--- src/rtl/display_scheduler_pkg.sv ---
// Shared types and constants for the display scheduler and its button debouncers.
package display_scheduler_pkg;

    typedef enum logic {
        SRC_DEBUG = 1'b0,
        SRC_CPU   = 1'b1
    } display_source_t;

    typedef enum logic {
        DEBUG    = 1'b0,
        CPU_HOLD = 1'b1
    } sched_state_t;

    localparam int unsigned NUM_DEBUG_REGS = 5;

    localparam logic [2:0] REG_A = 3'd0;
    localparam logic [2:0] REG_B = 3'd1;
    localparam logic [2:0] REG_C = 3'd2;
    localparam logic [2:0] REG_D = 3'd3;
    localparam logic [2:0] REG_E = 3'd4;

    // Auto-cycle successor; anything at or past E wraps to A so the index stays in 0..4.
    function automatic logic [2:0] next_reg_idx(input logic [2:0] idx);
        return (idx >= REG_E) ? REG_A : idx + 3'd1;
    endfunction

endpackage

--- src/rtl/button_debouncer.sv ---
// Two-flop synchroniser followed by a stable-level counter; pressed pulses on a debounced 0->1.
module button_debouncer #(
    parameter int unsigned DEBOUNCE_CYCLES = 1_000_000
) (
    input  logic clock_100mhz,
    input  logic reset_n,
    input  logic raw,
    output logic level,
    output logic pressed
);

    localparam int unsigned CntW = (DEBOUNCE_CYCLES > 1) ? $clog2(DEBOUNCE_CYCLES) : 1;
    localparam logic [CntW-1:0] CntMax = CntW'(DEBOUNCE_CYCLES - 1);

    logic            sync1_q, sync2_q;
    logic            level_q, level_d;
    logic            pressed_q, pressed_d;
    logic [CntW-1:0] cnt_q, cnt_d;

    // Counter only runs while the synchronised input disagrees with the accepted level.
    always_comb begin
        level_d   = level_q;
        pressed_d = 1'b0;
        cnt_d     = '0;
        if (sync2_q != level_q) begin
            if (cnt_q == CntMax) begin
                level_d   = sync2_q;
                pressed_d = sync2_q;
            end else begin
                cnt_d = cnt_q + 1'b1;
            end
        end
    end

    always_ff @(posedge clock_100mhz or negedge reset_n) begin
        if (!reset_n) begin
            sync1_q   <= 1'b0;
            sync2_q   <= 1'b0;
            level_q   <= 1'b0;
            pressed_q <= 1'b0;
            cnt_q     <= '0;
        end else begin
            sync1_q   <= raw;
            sync2_q   <= sync1_q;
            level_q   <= level_d;
            pressed_q <= pressed_d;
            cnt_q     <= cnt_d;
        end
    end

    assign level   = level_q;
    assign pressed = pressed_q;

endmodule

--- src/rtl/display_scheduler.sv ---
// Arbitrates the seven-segment display between CPU word requests and the register debug view.
module display_scheduler
    import display_scheduler_pkg::*;
#(
    parameter int unsigned DEBOUNCE_CYCLES = 1_000_000,
    parameter int unsigned HOLD_CYCLES     = 200_000_000,
    parameter int unsigned CYCLE_CYCLES    = 100_000_000
) (
    input  logic         clock_100mhz,
    input  logic         reset_n,
    input  logic [159:0] registers,
    input  logic         btn_center,
    input  logic         btn_up,
    input  logic         btn_right,
    input  logic         btn_down,
    input  logic         btn_left,
    input  logic         auto_cycle,
    input  logic         cpu_req,
    input  logic [31:0]  cpu_word,
    input  logic [1:0]   cpu_flash,
    output logic         cpu_ack,
    output logic [31:0]  display_word,
    output logic         flash_upper,
    output logic         flash_lower,
    output logic         source,
    output logic [2:0]   reg_idx
);

    localparam int unsigned HoldW = (HOLD_CYCLES > 1) ? $clog2(HOLD_CYCLES) : 1;
    localparam int unsigned CycW  = (CYCLE_CYCLES > 1) ? $clog2(CYCLE_CYCLES) : 1;
    localparam logic [HoldW-1:0] HoldInit = HoldW'(HOLD_CYCLES - 1);
    localparam logic [CycW-1:0]  CycMax   = CycW'(CYCLE_CYCLES - 1);

    logic [NUM_DEBUG_REGS-1:0] btn_raw, btn_level, btn_pressed;
    logic                      unused_btn_level;
    logic                      press_any, accept;
    logic [2:0]                press_idx;

    sched_state_t     state_q;
    logic [2:0]       reg_idx_q;
    logic [HoldW-1:0] hold_q;
    logic [CycW-1:0]  cyc_q;
    logic             ack_q;
    logic [31:0]      word_q;
    logic [1:0]       flash_q;

    logic [31:0]      display_word_q;
    logic             flash_upper_q, flash_lower_q;
    display_source_t  source_q;

    assign btn_raw = {btn_left, btn_down, btn_right, btn_up, btn_center};

    for (genvar i = 0; i < NUM_DEBUG_REGS; i++) begin : g_btn
        button_debouncer #(
            .DEBOUNCE_CYCLES(DEBOUNCE_CYCLES)
        ) u_debouncer (
            .clock_100mhz(clock_100mhz),
            .reset_n     (reset_n),
            .raw         (btn_raw[i]),
            .level       (btn_level[i]),
            .pressed     (btn_pressed[i])
        );
    end

    assign unused_btn_level = ^btn_level;

    always_comb begin
        press_any = |btn_pressed;
        press_idx = REG_A;
        if      (btn_pressed[0]) press_idx = REG_A;
        else if (btn_pressed[1]) press_idx = REG_B;
        else if (btn_pressed[2]) press_idx = REG_C;
        else if (btn_pressed[3]) press_idx = REG_D;
        else if (btn_pressed[4]) press_idx = REG_E;
    end

    // A request still high in the cycle right after its ack is held off for one cycle.
    assign accept = cpu_req & ~ack_q;

    always_ff @(posedge clock_100mhz or negedge reset_n) begin
        if (!reset_n) begin
            state_q   <= DEBUG;
            reg_idx_q <= REG_A;
            hold_q    <= '0;
            cyc_q     <= '0;
            ack_q     <= 1'b0;
            word_q    <= '0;
            flash_q   <= '0;
        end else begin
            ack_q <= 1'b0;
            cyc_q <= '0;
            unique case (state_q)
                DEBUG: begin
                    if (press_any) begin
                        reg_idx_q <= press_idx;
                    end else if (accept) begin
                        state_q <= CPU_HOLD;
                        ack_q   <= 1'b1;
                        word_q  <= cpu_word;
                        flash_q <= cpu_flash;
                        hold_q  <= HoldInit;
                    end else if (auto_cycle) begin
                        if (cyc_q == CycMax) begin
                            reg_idx_q <= next_reg_idx(reg_idx_q);
                        end else begin
                            cyc_q <= cyc_q + 1'b1;
                        end
                    end
                end
                CPU_HOLD: begin
                    if (press_any) begin
                        state_q   <= DEBUG;
                        reg_idx_q <= press_idx;
                    end else if (accept) begin
                        ack_q   <= 1'b1;
                        word_q  <= cpu_word;
                        flash_q <= cpu_flash;
                        hold_q  <= HoldInit;
                    end else if (hold_q == '0) begin
                        state_q <= DEBUG;
                    end else begin
                        hold_q <= hold_q - 1'b1;
                    end
                end
                default: state_q <= DEBUG;
            endcase
        end
    end

    always_ff @(posedge clock_100mhz or negedge reset_n) begin
        if (!reset_n) begin
            display_word_q <= '0;
            flash_upper_q  <= 1'b0;
            flash_lower_q  <= 1'b0;
            source_q       <= SRC_DEBUG;
        end else if (state_q == CPU_HOLD) begin
            display_word_q <= word_q;
            flash_upper_q  <= flash_q[1];
            flash_lower_q  <= flash_q[0];
            source_q       <= SRC_CPU;
        end else begin
            display_word_q <= registers[{reg_idx_q, 5'b0} +: 32];
            flash_upper_q  <= 1'b0;
            flash_lower_q  <= 1'b0;
            source_q       <= SRC_DEBUG;
        end
    end

    assign cpu_ack      = ack_q;
    assign reg_idx      = reg_idx_q;
    assign display_word = display_word_q;
    assign flash_upper  = flash_upper_q;
    assign flash_lower  = flash_lower_q;
    assign source       = source_q;

endmodule

--- config.mk ---
export PLATFORM = sky130hd
export DESIGN_NAME = display_scheduler
export DESIGN_NICKNAME = d
export VERILOG_FILES = /design/src/rtl/display_scheduler_pkg.sv /design/src/rtl/button_debouncer.sv /design/src/rtl/display_scheduler.sv
export SDC_FILE = /design/constraint.sdc
export NUM_CORES = 1
export LEC_CHECK = 0
export CORE_AREA = 3 3 161 148
export CTS_BUF_LIST = sky130_fd_sc_hd__clkbuf_8
export DETAILED_ROUTE_END_ITERATION = 16
export DIE_AREA = 0 0 164 151
export GPL_TIMING_DRIVEN = 0
export HOLD_SLACK_MARGIN = 0.03
export PLACE_DENSITY = 0.85
export SLEW_MARGIN = 20
export SYNTH_ARGS = -nofsm -noshare
export SYNTH_HDL_FRONTEND = slang
export SYNTH_SLANG_ARGS = --single-unit
--- constraint.sdc ---
create_clock -name clock_100mhz -period 3.03 [get_ports clock_100mhz]
set_input_delay 0.303 -clock clock_100mhz [delete_from_list [all_inputs] [get_ports clock_100mhz]]
set_output_delay 0.303 -clock clock_100mhz [all_outputs]
set_load 0.05 [all_outputs]
Word level (Yosys, flattened, before mapping):

Cells that the tools add are included.

* logic and storage cells: 136
* bits of input ports: 203
* register bits: 249
* output and inout port bits: 39

* bitwise logic cells: 4
* shift operators: 1
* magnitude comparators: 1
* mux-type cells: 57
* equal/unequal tests: 19
* reduce and logical (&&, ||, !) cells: 10
* add/sub/neg operators: 8

Operator list (count)
* $mux 20: 10
* $shiftx 160x9->32: 1
* $mux 28: 5
* $mux 27: 5
* $add 20x1->20 const B: 5
* $eq 20x20->1 const B: 5
* $mux 32: 3
* $pmux 28 s2: 1
* $mux 3: 11
* $logic_not 28->1: 1
* $sub 28x1->28 const B: 1
* $add 27x1->27 const B: 1
* $eq 27x27->1 const B: 1
* $mux 1: 18
* $ne 3x3->1 const B: 4
* $reduce_and 2->1: 6
* $ne 2x2->1 const B: 4
* $reduce_and 4->1: 2
* $pmux 3 s2: 1
* $ne 1x1->1: 5
* $reduce_or 5->1: 1
* $mux 2: 2
* $add 3x1->3 const B: 1
* $ge 3x3->1 const B: 1
* 3 further kinds: 5

Longest topological paths before layout:

Gate-level depths: netlist of the first run.

* word-level depth: 7
* mapped depth: 8
* gate-level depth less buffers: 8

By module:

A second synthesis of the first run with hierarchy kept.

* cells, all modules: 1181
* area total of the unflattened synthesis: 12724.7 um^2

Modules (own cells, without submodules)
* display_scheduler: cells each 646, seq. area each 3228.1 um^2, instances 1, area an instance 6800.3 um^2
* button_debouncer: cells each 107, seq. area each 600.6 um^2, instances 5, area an instance 1184.9 um^2

Worst setup path before layout of the first run:

OpenSTA, ideal clock, no wires.

* path type: reg2reg
* start point: register reg_idx_q[0], in the netlist reg_idx[0]
* end point: register reg_idx_q[1], in the netlist reg_idx[1]
* stages on the path, launching flop included: 8
* arrival time: 2.488 ns
* setup slack: 0.422 ns
* setup time: 0.120 ns
* period minus slack after synthesis: 2.608 ns
* required time: 2.910 ns
* buffers on the path: 2
* cell sequence: dfrtp_1 -> clkbuf_1 -> buf_1 -> inv_1 -> ha_1 -> a311oi_1 -> a2111oi_0 -> a31o_2

* cells in the longest elaborated chain, start to end: 7
* elaborated cells on any way between the ends: 8
* those cells by class: add/sub: 1; order compare: 1; mux: 6

RTL lines
* start, declared: RTL line display_scheduler.sv:40 `logic [2:0] reg_idx_q;`
* start signal, assigned: RTL line display_scheduler.sv:95 `reg_idx_q <= press_idx;`
* start signal, assigned: RTL line display_scheduler.sv:104 `reg_idx_q <= next_reg_idx(reg_idx_q);`
* start signal, assigned: RTL line display_scheduler.sv:113 `reg_idx_q <= press_idx;`
* $add 3x1->3 / $ge 3x3->1 (equally long branches): RTL line display_scheduler_pkg.sv:24 `return (idx >= REG_E) ? REG_A : idx + 3'd1;`
* $mux 3 (*): RTL line display_scheduler_pkg.sv:24
* $mux 3 (*): RTL line display_scheduler.sv:103 `if (cyc_q == CycMax) begin`
* $mux 3 (*): RTL line display_scheduler.sv:102 `end else if (auto_cycle) begin`
* $mux 3 (*): RTL line display_scheduler.sv:96 `end else if (accept) begin`
* $mux 3 (*): RTL line display_scheduler.sv:94 `if (press_any) begin`
* $pmux 3 s2 (*): RTL line display_scheduler.sv:92 `unique case (state_q)`

Mark *: on every way between the ends. The rest lies on a longest branch, timed or not. The select of a mux whose other input is x is not followed.
A chain may end at the register's enable or synchronous reset.

Final worst setup path of the first run:

* start point: register g_btn[0].u_debouncer.pressed_q
* end point: register word_q[10]

* cells in the longest elaborated chain, start to end: 3

RTL lines
* start, declared: RTL line button_debouncer.sv:17 `logic pressed_q, pressed_d;`
* start signal, assigned: RTL line button_debouncer.sv:46 `pressed_q <= pressed_d;`
* $reduce_or 5->1: RTL line display_scheduler.sv:68 `press_any = |btn_pressed;`
* $not 1->1 (no line)
* $reduce_and 2->1 (no line)
* end signal, assigned: RTL line display_scheduler.sv:99 `word_q <= cpu_word;`
* end signal, assigned: RTL line display_scheduler.sv:116 `word_q <= cpu_word;`
* end, declared: RTL line display_scheduler.sv:44 `logic [31:0] word_q;`

No other way between the ends.

==> metrics, run 1 <==
M1 wire length approximately 12 mm; met3 routed wirelength 2.34 mm; final estimated routing congestion in global placement 0.911; VDD IR max about 0.00033 V; vias in the first global route a little under 10000; Total GRT Usage around a quarter; min cycle time layout 2.83 ns; TritonCTS clock tree built; dpl cells 1717; synthesized flop and latch total 249; Post-synth EDFFs 0; via/cell ratio 5.55; root buffer cell clkbuf_8; Syn Inst Count ~1200; Iter 0 DRT Violations just over 800; nets@finish roughly 1700; Critical Path RT roughly 3.5 ns; Hold Vio Cnt, Final 0; total power between 0.007 and 0.008 W; wire per inst about 18 um; die height ~150 um; clk_lat worst skew ~0.54 ns; clock skew 0.0306 ns; compound-cell area share of the yosys netlist approximately 5.3%; die area roughly 25000 um2; Sink Count 249; largest net degree at the start of global routing 101; routed via count just under 10000; Critical Path Sink Type flip-flop; met2 WL post-DR around 16 mm; Adder-Cell Fraction of Synth Area 1.05%; number of CTS-inserted buffers 40; number of setup violations in the final report 0; synthesized area around 12000 um2; Routed WL 31.5 mm; unrepaired setup endpoints after global routing no; worst slew pin tran between 0.8 and 0.9 ns; xor/xnor cell area share of the yosys netlist around a tenth; mux cell area share after synthesis around 6.6%; max_cap viols 0; starting density of the core between 50% and 60%; hold crit path type in -> reg; share of layout cells above drive strength 1 7.77%; cell at the slowest stage of the critical path or4_1; cells taking the most area after synthesis dfrtp_1 52%, nand2_1 7.1%, mux4_2 6.0%, xor2_1 5.8%, nor2_1 4.9%; YS warnings 0; synthesis-to-layout area growth 31.0%; post-CTS setup buffers 0; post-route insts no fill approximately 1800; Slew Limit Fails 0; net count after synthesis roughly 1400; dominant register cell in the synthesized netlist dfrtp_1; post-synth top area cell dfrtp_1; clock buffer depth 3; Synth Area in Simple Gates roughly 23%; share of the synthesized area in the top cell type 52.2%; CP max stage delay 0.62 ns; crit path DAT 3.29 ns; Mean Syn Cell Area a little over 10 um2; Max Fanout on Critical Path 10; grt ovf 0; cell area power density between 400 and 500 nW/um2; io pins around 240; largest family of logic cells by synthesized area simple AND/OR/NAND/NOR gates; DP HPWL about 23 mm; Slew headroom a little over two fifths; antenna violations before repair 3; global-route wire length before repair roughly 49 mm; Final Cycle Share just over 90%; maximum clock rate between 300 and 400 MHz; Synth cell types about 60; fin util 70.1%; DRC viols 0; DR pass1 iterations 8; core area around 22000 um2; Port-buffer cells around 240; Highest Signal Layer met5; outcome finished, final reports clean; Reg clk slew, reported paths 0.06 ns; die width roughly 160 um; FFs w/ async S/R, synth between 90% and 100%; Lkg Pwr 6.72 nW; Worst Setup Start Kind flip-flop; crit-path cells or4_1, or3_1, clkbuf_1, inv_1, clkbuf_2, clkbuf_1, nand2_1, nand2_1; Final ANT Viol Nets 0; Seq/Total Area, Yosys between 50 and 60%; critical path class reg -> reg; H-tree level count 2; std cell rows 52
-- registers in the layout, indices dropped and copies added (netlist names), 27 cells and up --
name,cells
word_q,32
g_btn.u_debouncer.cnt_q,100
display_word,32
cyc_q,27
hold_q,28
-- cell usage after synthesis (2+ instances only) --
cell type and number:
and3_1 25, xnor2_1 51, nand4_1 17, nand2_1 225, mux2_2 5, nor3b_1 6, a211oi_1 2, o211ai_1 5
dfrtp_1 249, mux4_2 32, nor4bb_1 2, o21ai_1 2, nor4_1 13, a21oi_1 10, nand4b_1 3, and4_1 5
and4b_1 2, nand3_1 63, nand2b_1 5, buf_1 6, xor2_1 79, a22oi_1 32, nor3_1 26, or4_1 11
inv_1 22, o21ai_0 19, or2_0 2, ha_1 10, clkbuf_1 36, nor4b_1 5, nor2_1 157, nand3b_1 2
o41ai_1 2, or3_1 10, or4_4 3, and2_1 10
-- what timing repair did --
action / in CTS / in global routing
hold endpoints to repair: 63 / 0
hold buffers: 1 / 0
gates resized for setup: 0 / 6
endpoints found under the setup margin: 0 / 41
-- area by class of cell --
cell class,instances,area (um2)
buffer,44,178
antenna,1,2.50
sequential,249,6230
timing repair buffer,244,2480
tap,297,372
inverter,22,82.6
clock inverter,21,149
fill,1582,6680
clock buffer,50,688
multi-input combinational,862,5450
-- logic make-up after synthesis --
family	count (synthesis)
XOR/XNOR	130
multiplexers	38
adder cells (fa/ha/maj)	10
buffers and inverters	66
AND/OR/NAND/NOR	596
AO/OA/AOI/OAI	88
flip-flops	249
-- placed cells by master (no fill, tap or decap), types with 11 or more instances in the layout --
cell	instances
a22oi_1	32
and3_1	25
clkbuf_1	34
clkbuf_8	50
clkdlybuf4s50_1	240
dfrtp_1	249
inv_1	32
mux4_2	32
nand2_1	225
nand3_1	63
nand4_1	17
nor2_1	157
nor3_1	26
nor4_1	13
o21ai_0	19
or4_1	11
xnor2_1	51
xor2_1	79
-- metrics by stage --
step                      setup slack, ns  cell area [um2]  setup TNS (ns)  hold WS [ns]
after floorplan                     0.422            11900               0       0.00741
after global placement              -8.72            14700        -2168.49         0.337
after detailed placement            0.104            14800               0         0.287
after CTS                          0.0208            15600               0         0.176
after global routing               0.0386            15600               0         0.178
final                               0.204            15600               0         0.213
-- layer usage --
layer	vias to the layer above	global-route usage [%]
li1	4629	-
met1	4880	30.8
met2	335	41.8
met3	82	6.21
met4	4	11.2
met5	-	0
-- critical path: cells and delay by family (launching register included) --
| kind | cells | cell delay (ns) |
|---|---|---|
| and+or+nand+nor | 4 | 1.27 |
| DFF | 1 | 0.39 |
| buffers and inverters | 4 | 1.10 |
-- where the power goes --
| part | total [W] | internal, W | switching, W |
|---|---|---|---|
| sequential | 0.00360 | 0.00349 | 0.000109 |
| clock | 0.00298 | 0.00167 | 0.00131 |
| combinational | 0.00103 | 0.000486 | 0.000541 |
-- worst paths after layout --
check | slack (ns) | start | end | depth (start not counted)
worst max-delay path | 0.20 | g_btn[0].u_debouncer.pressed$_DFF_PN0_ | word_q[10]$_DFFE_PN0P_ | 8
worst min-delay path | 0.21 | btn_left | g_btn[4].u_debouncer.sync1_q$_DFF_PN0_ | 1
worst max register to register | 0.20 | g_btn[0].u_debouncer.pressed$_DFF_PN0_ | word_q[10]$_DFFE_PN0P_ | 8
worst min register to register | 0.35 | g_btn[3].u_debouncer.sync1_q$_DFF_PN0_ | g_btn[3].u_debouncer.sync2_q$_DFF_PN0_ | 0
max in group asynchronous | 1.88 | reset_n | word_q[11]$_DFFE_PN0P_ | 3
min in group asynchronous | 0.32 | reset_n | g_btn[3].u_debouncer.cnt_q[1]$_DFF_PN0_ | 2
Power figures use the tool's default switching activity.
==> run 2: changes to the inputs <==
CTS_CLUSTER_SIZE = 24   (was default)
==> results of run 2 <==
Final layout, timing and power as in run 1 (identical DEF).
==> run 3: changes to the inputs <==
CORE_AREA = 2 2 160 147   (was 3 3 161 148)
DIE_AREA = 0 0 162 149   (was 0 0 164 151)
clock period = 2.8 ns   (was 3.03 ns; I/O delays follow)
==> run 3 against run 2 <==
Effect of this change: clock power increased by 10%; register-to-register slack got worse by 0.097 ns; core utilization decreased by 0.87 points; worst hold slack got worse by 0.026 ns; die area decreased by 2.5%; combinational power increased by 8%; wire length decreased by 0.60%; via count decreased by 0.46%; critical path depth decreased by 1; clock skew decreased by 0.0080 ns; largest cell class unchanged.
==> metrics, run 3 (synthesized netlist as in run 1, its figures left out) <==
outcome finished, final reports clean (unchanged); most used cell, CP or4_4; Sw Share 25.8% (about the same); CP Depth 7 (was 8); min cycle time layout 2.69 ns (was 2.83 ns); DP HPWL 22.7 mm (was 23.0 mm); DRC viols 0 (unchanged); Psw 0.00213 W (was 0.00196 W); fin util 69.2% (was 70.1%); Critical path buffers and inverters 1 (was 4); GR Util met3 5.81% (was 6.21%); global-route wire length before repair 49.2 mm (was 49.5 mm); max FFs per register 100 (unchanged); Min Hold Slack 0.187 ns (was 0.213 ns); Worst Setup Start Kind flip-flop (unchanged); worst slew pin tran 0.786 ns (was 0.865 ns); hold crit path type in -> reg (unchanged); share of total power in the clock network 39.6% (was 39.2%); via/cell ratio 5.49 (was 5.55); Routed WL 31.3 mm (was 31.5 mm); Iter 0 DRT Violations 734 (was 821); Critical Path Sink Type flip-flop (unchanged); unrepaired setup endpoints after global routing yes (was no); clk_lat worst skew 0.55 ns (was 0.54 ns); largest net degree at the start of global routing 95 (was 101); cell area power density 528 nW/um2 (was 486 nW/um2); crit path DAT 3.11 ns (was 3.29 ns); H-tree level count 2 (unchanged); GRT met2 Usage 42.1% (was 41.8%); routed via count 9884 (was 9930); Worst Setup SP hold_q[14]$_DFFE_PN0P_ (was g_btn[0].u_debouncer.pressed$_DFF_PN0_); nets@finish 1679 (was 1676); die width 162 um (was 164 um); root buffer cell clkbuf_8 (unchanged); max_cap viols 0 (unchanged); crit-path leading delay family simple AND/OR/NAND/NOR gates (unchanged); Total GRT Usage 25.6% (was 25.0%); CP endpoint hold_q[22]$_DFFE_PN0P_ (was word_q[10]$_DFFE_PN0P_); cell at the slowest stage of the critical path or4_4 (was or4_1); antenna violations before repair 2 (was 3); total power 0.00828 W (was 0.00760 W); most common cell after layout, fill and taps aside dfrtp_1 (unchanged); reg-to-reg endpoint hold_q[22]$_DFFE_PN0P_ (was word_q[10]$_DFFE_PN0P_); critical path class reg -> reg (unchanged); maximum clock rate 371 MHz (was 354 MHz); reg-to-reg slack, setup 0.11 ns (was 0.20 ns); met1 Usage GRT 31.9% (was 30.8%); io pins 242 (unchanged); CP max stage delay 0.59 ns (was 0.62 ns); clock skew 0.0227 ns (was 0.0306 ns); most flop-heavy register g_btn.u_debouncer.cnt_q (unchanged); number of CTS-inserted buffers 41 (was 40); r2r worst-path depth 7 (was 8); TritonCTS clock tree built (unchanged); Final Cycle Share 96.2% (was 93.3%); crit-path cells or4_4, or4_4, o311a_4, buf_6, o211ai_1, xor2_1, nand2_1 (was or4_1, or3_1, clkbuf_1, inv_1, clkbuf_2, clkbuf_1, nand2_1, nand2_1); wire per inst 17.4 um (was 17.6 um); Hold Vio Cnt, Final 0 (unchanged); grt ovf 0 (unchanged); die area 24100 um2 (was 24800 um2); Pint 0.00614 W (was 0.00564 W); die height 149 um (was 151 um); Max Fanout on Critical Path 10 (unchanged); Slew Limit Fails 0 (unchanged); Reg power frac 46.9% (was 47.3%); Lkg Pwr 6.75 nW (was 6.72 nW); std cell rows 53 (was 52); Most Crowded Layer GR met2 (unchanged); VDD IR max 0.000402 V (was 0.000332 V); fill count 1665 (was 1582); Final ANT Viol Nets 0 (unchanged); number of setup violations in the final report 0 (unchanged); core area 22700 um2 (was 22300 um2); final estimated routing congestion in global placement 0.886 (was 0.911); Critical Path RT 3.22 ns (was 3.49 ns); clock buffer depth 3 (unchanged); r2r startpoint hold_q[14]$_DFFE_PN0P_ (was g_btn[0].u_debouncer.pressed$_DFF_PN0_); Sink Count 249 (unchanged); most frequent cells in the layout 249 x dfrtp_1, 240 x clkdlybuf4s50_1, 225 x nand2_1, 156 x nor2_1, 79 x xor2_1 (was 249 x dfrtp_1, 240 x clkdlybuf4s50_1, 225 x nand2_1, 157 x nor2_1, 79 x xor2_1); Port-buffer cells 241 (unchanged); Slew headroom 47.6% (was 42.2%); Gate power share 13.5% (about the same); synthesis-to-layout area growth 31.5% (was 31.0%); DR pass1 iterations 5 (was 8); vias in the first global route 9993 (was 9848); Reg clk slew, reported paths 0.07 ns (was 0.06 ns); share of layout cells above drive strength 1 8.36% (was 7.77%); starting density of the core 52.6% (was 53.5%)
[run 3: power groups by stage]
stage / clock [W] / sequential (W) / combinational [W]
2_1_floorplan: 0 / 0.00416 / 0.000285
3_3_place_gp: 0 / 0.00394 / 0.00108
3_5_place_dp: 0 / 0.00394 / 0.00111
4_1_cts: 0.00335 / 0.00388 / 0.00112
5_1_grt: 0.00354 / 0.00390 / 0.00119
6_report: 0.00328 / 0.00388 / 0.00111
[run 3: routing by layer]
layer | vias to the layer above | part of all wire [%]
li1 | 4629 | -
met1 | 4809 | 40
met2 | 351 | 48
met3 | 93 | 7.0
met4 | 2 | 4.9
met5 | - | 0.038
[run 3: how the worst min path moves through the flow]
stage | cells after the start | slack, ns | end | from
after floorplan | 0 | -0.02 | cpu_ack$_DFF_PN0_ | reset_n
after detailed placement | 1 | 0.31 | g_btn[1].u_debouncer.sync1_q$_DFF_PN0_ | reset_n
final | 1 | 0.19 | g_btn[4].u_debouncer.sync1_q$_DFF_PN0_ | btn_left
after global placement | 0 | 0.33 | g_btn[1].u_debouncer.sync2_q$_DFF_PN0_ | g_btn[1].u_debouncer.sync1_q$_DFF_PN0_
after global routing | 1 | 0.17 | g_btn[4].u_debouncer.sync1_q$_DFF_PN0_ | btn_left
after CTS | 1 | 0.16 | g_btn[4].u_debouncer.sync1_q$_DFF_PN0_ | btn_left
[run 3: cell type report]
cell class                      instances  area (um2)  area share [%]
Antenna cell                            1        2.50          0.0159
Buffer                                 44         183            1.16
Clock buffer                           55         757            4.82
Clock inverter                         18         106           0.678
Inverter                               22        82.6           0.526
Multi-Input combinational cell        862        5460            34.8
Sequential cell                       249        6230            39.7
Tap cell                              302         378            2.41
Timing Repair Buffer                  246        2490            15.9
[run 3: repair_timing]
action	in CTS	in global routing
pin swaps	0	1
setup endpoints to repair	41	35
gates resized for setup	4	9
buffers inserted	0	1
endpoints found under the hold margin	79	0
hold buffers	1	0
[run 3: worst reg2reg max path: cells and delay by family (launching register included)]
kind	cells	cell delay, ns
and+or+nand+nor	3	1.20
DFF	1	0.42
buffers and inverters	1	0.15
xor gates and xnor gates	1	0.17
AOI/OAI and AO/OA	2	0.62
[run 3: through the flow]
step                worst slack (ns)  std cells  instance area, um2  TNS [ns]
floorplan                      0.192       1177               11900         0
global placement               -9.00       1720               14700  -2240.96
detailed placement            -0.262       1723               14800     -6.49
CTS                           0.0153       1797               15700         0
global route                 -0.0328       1799               15700   -0.0867
finish                         0.107       1799               15700         0
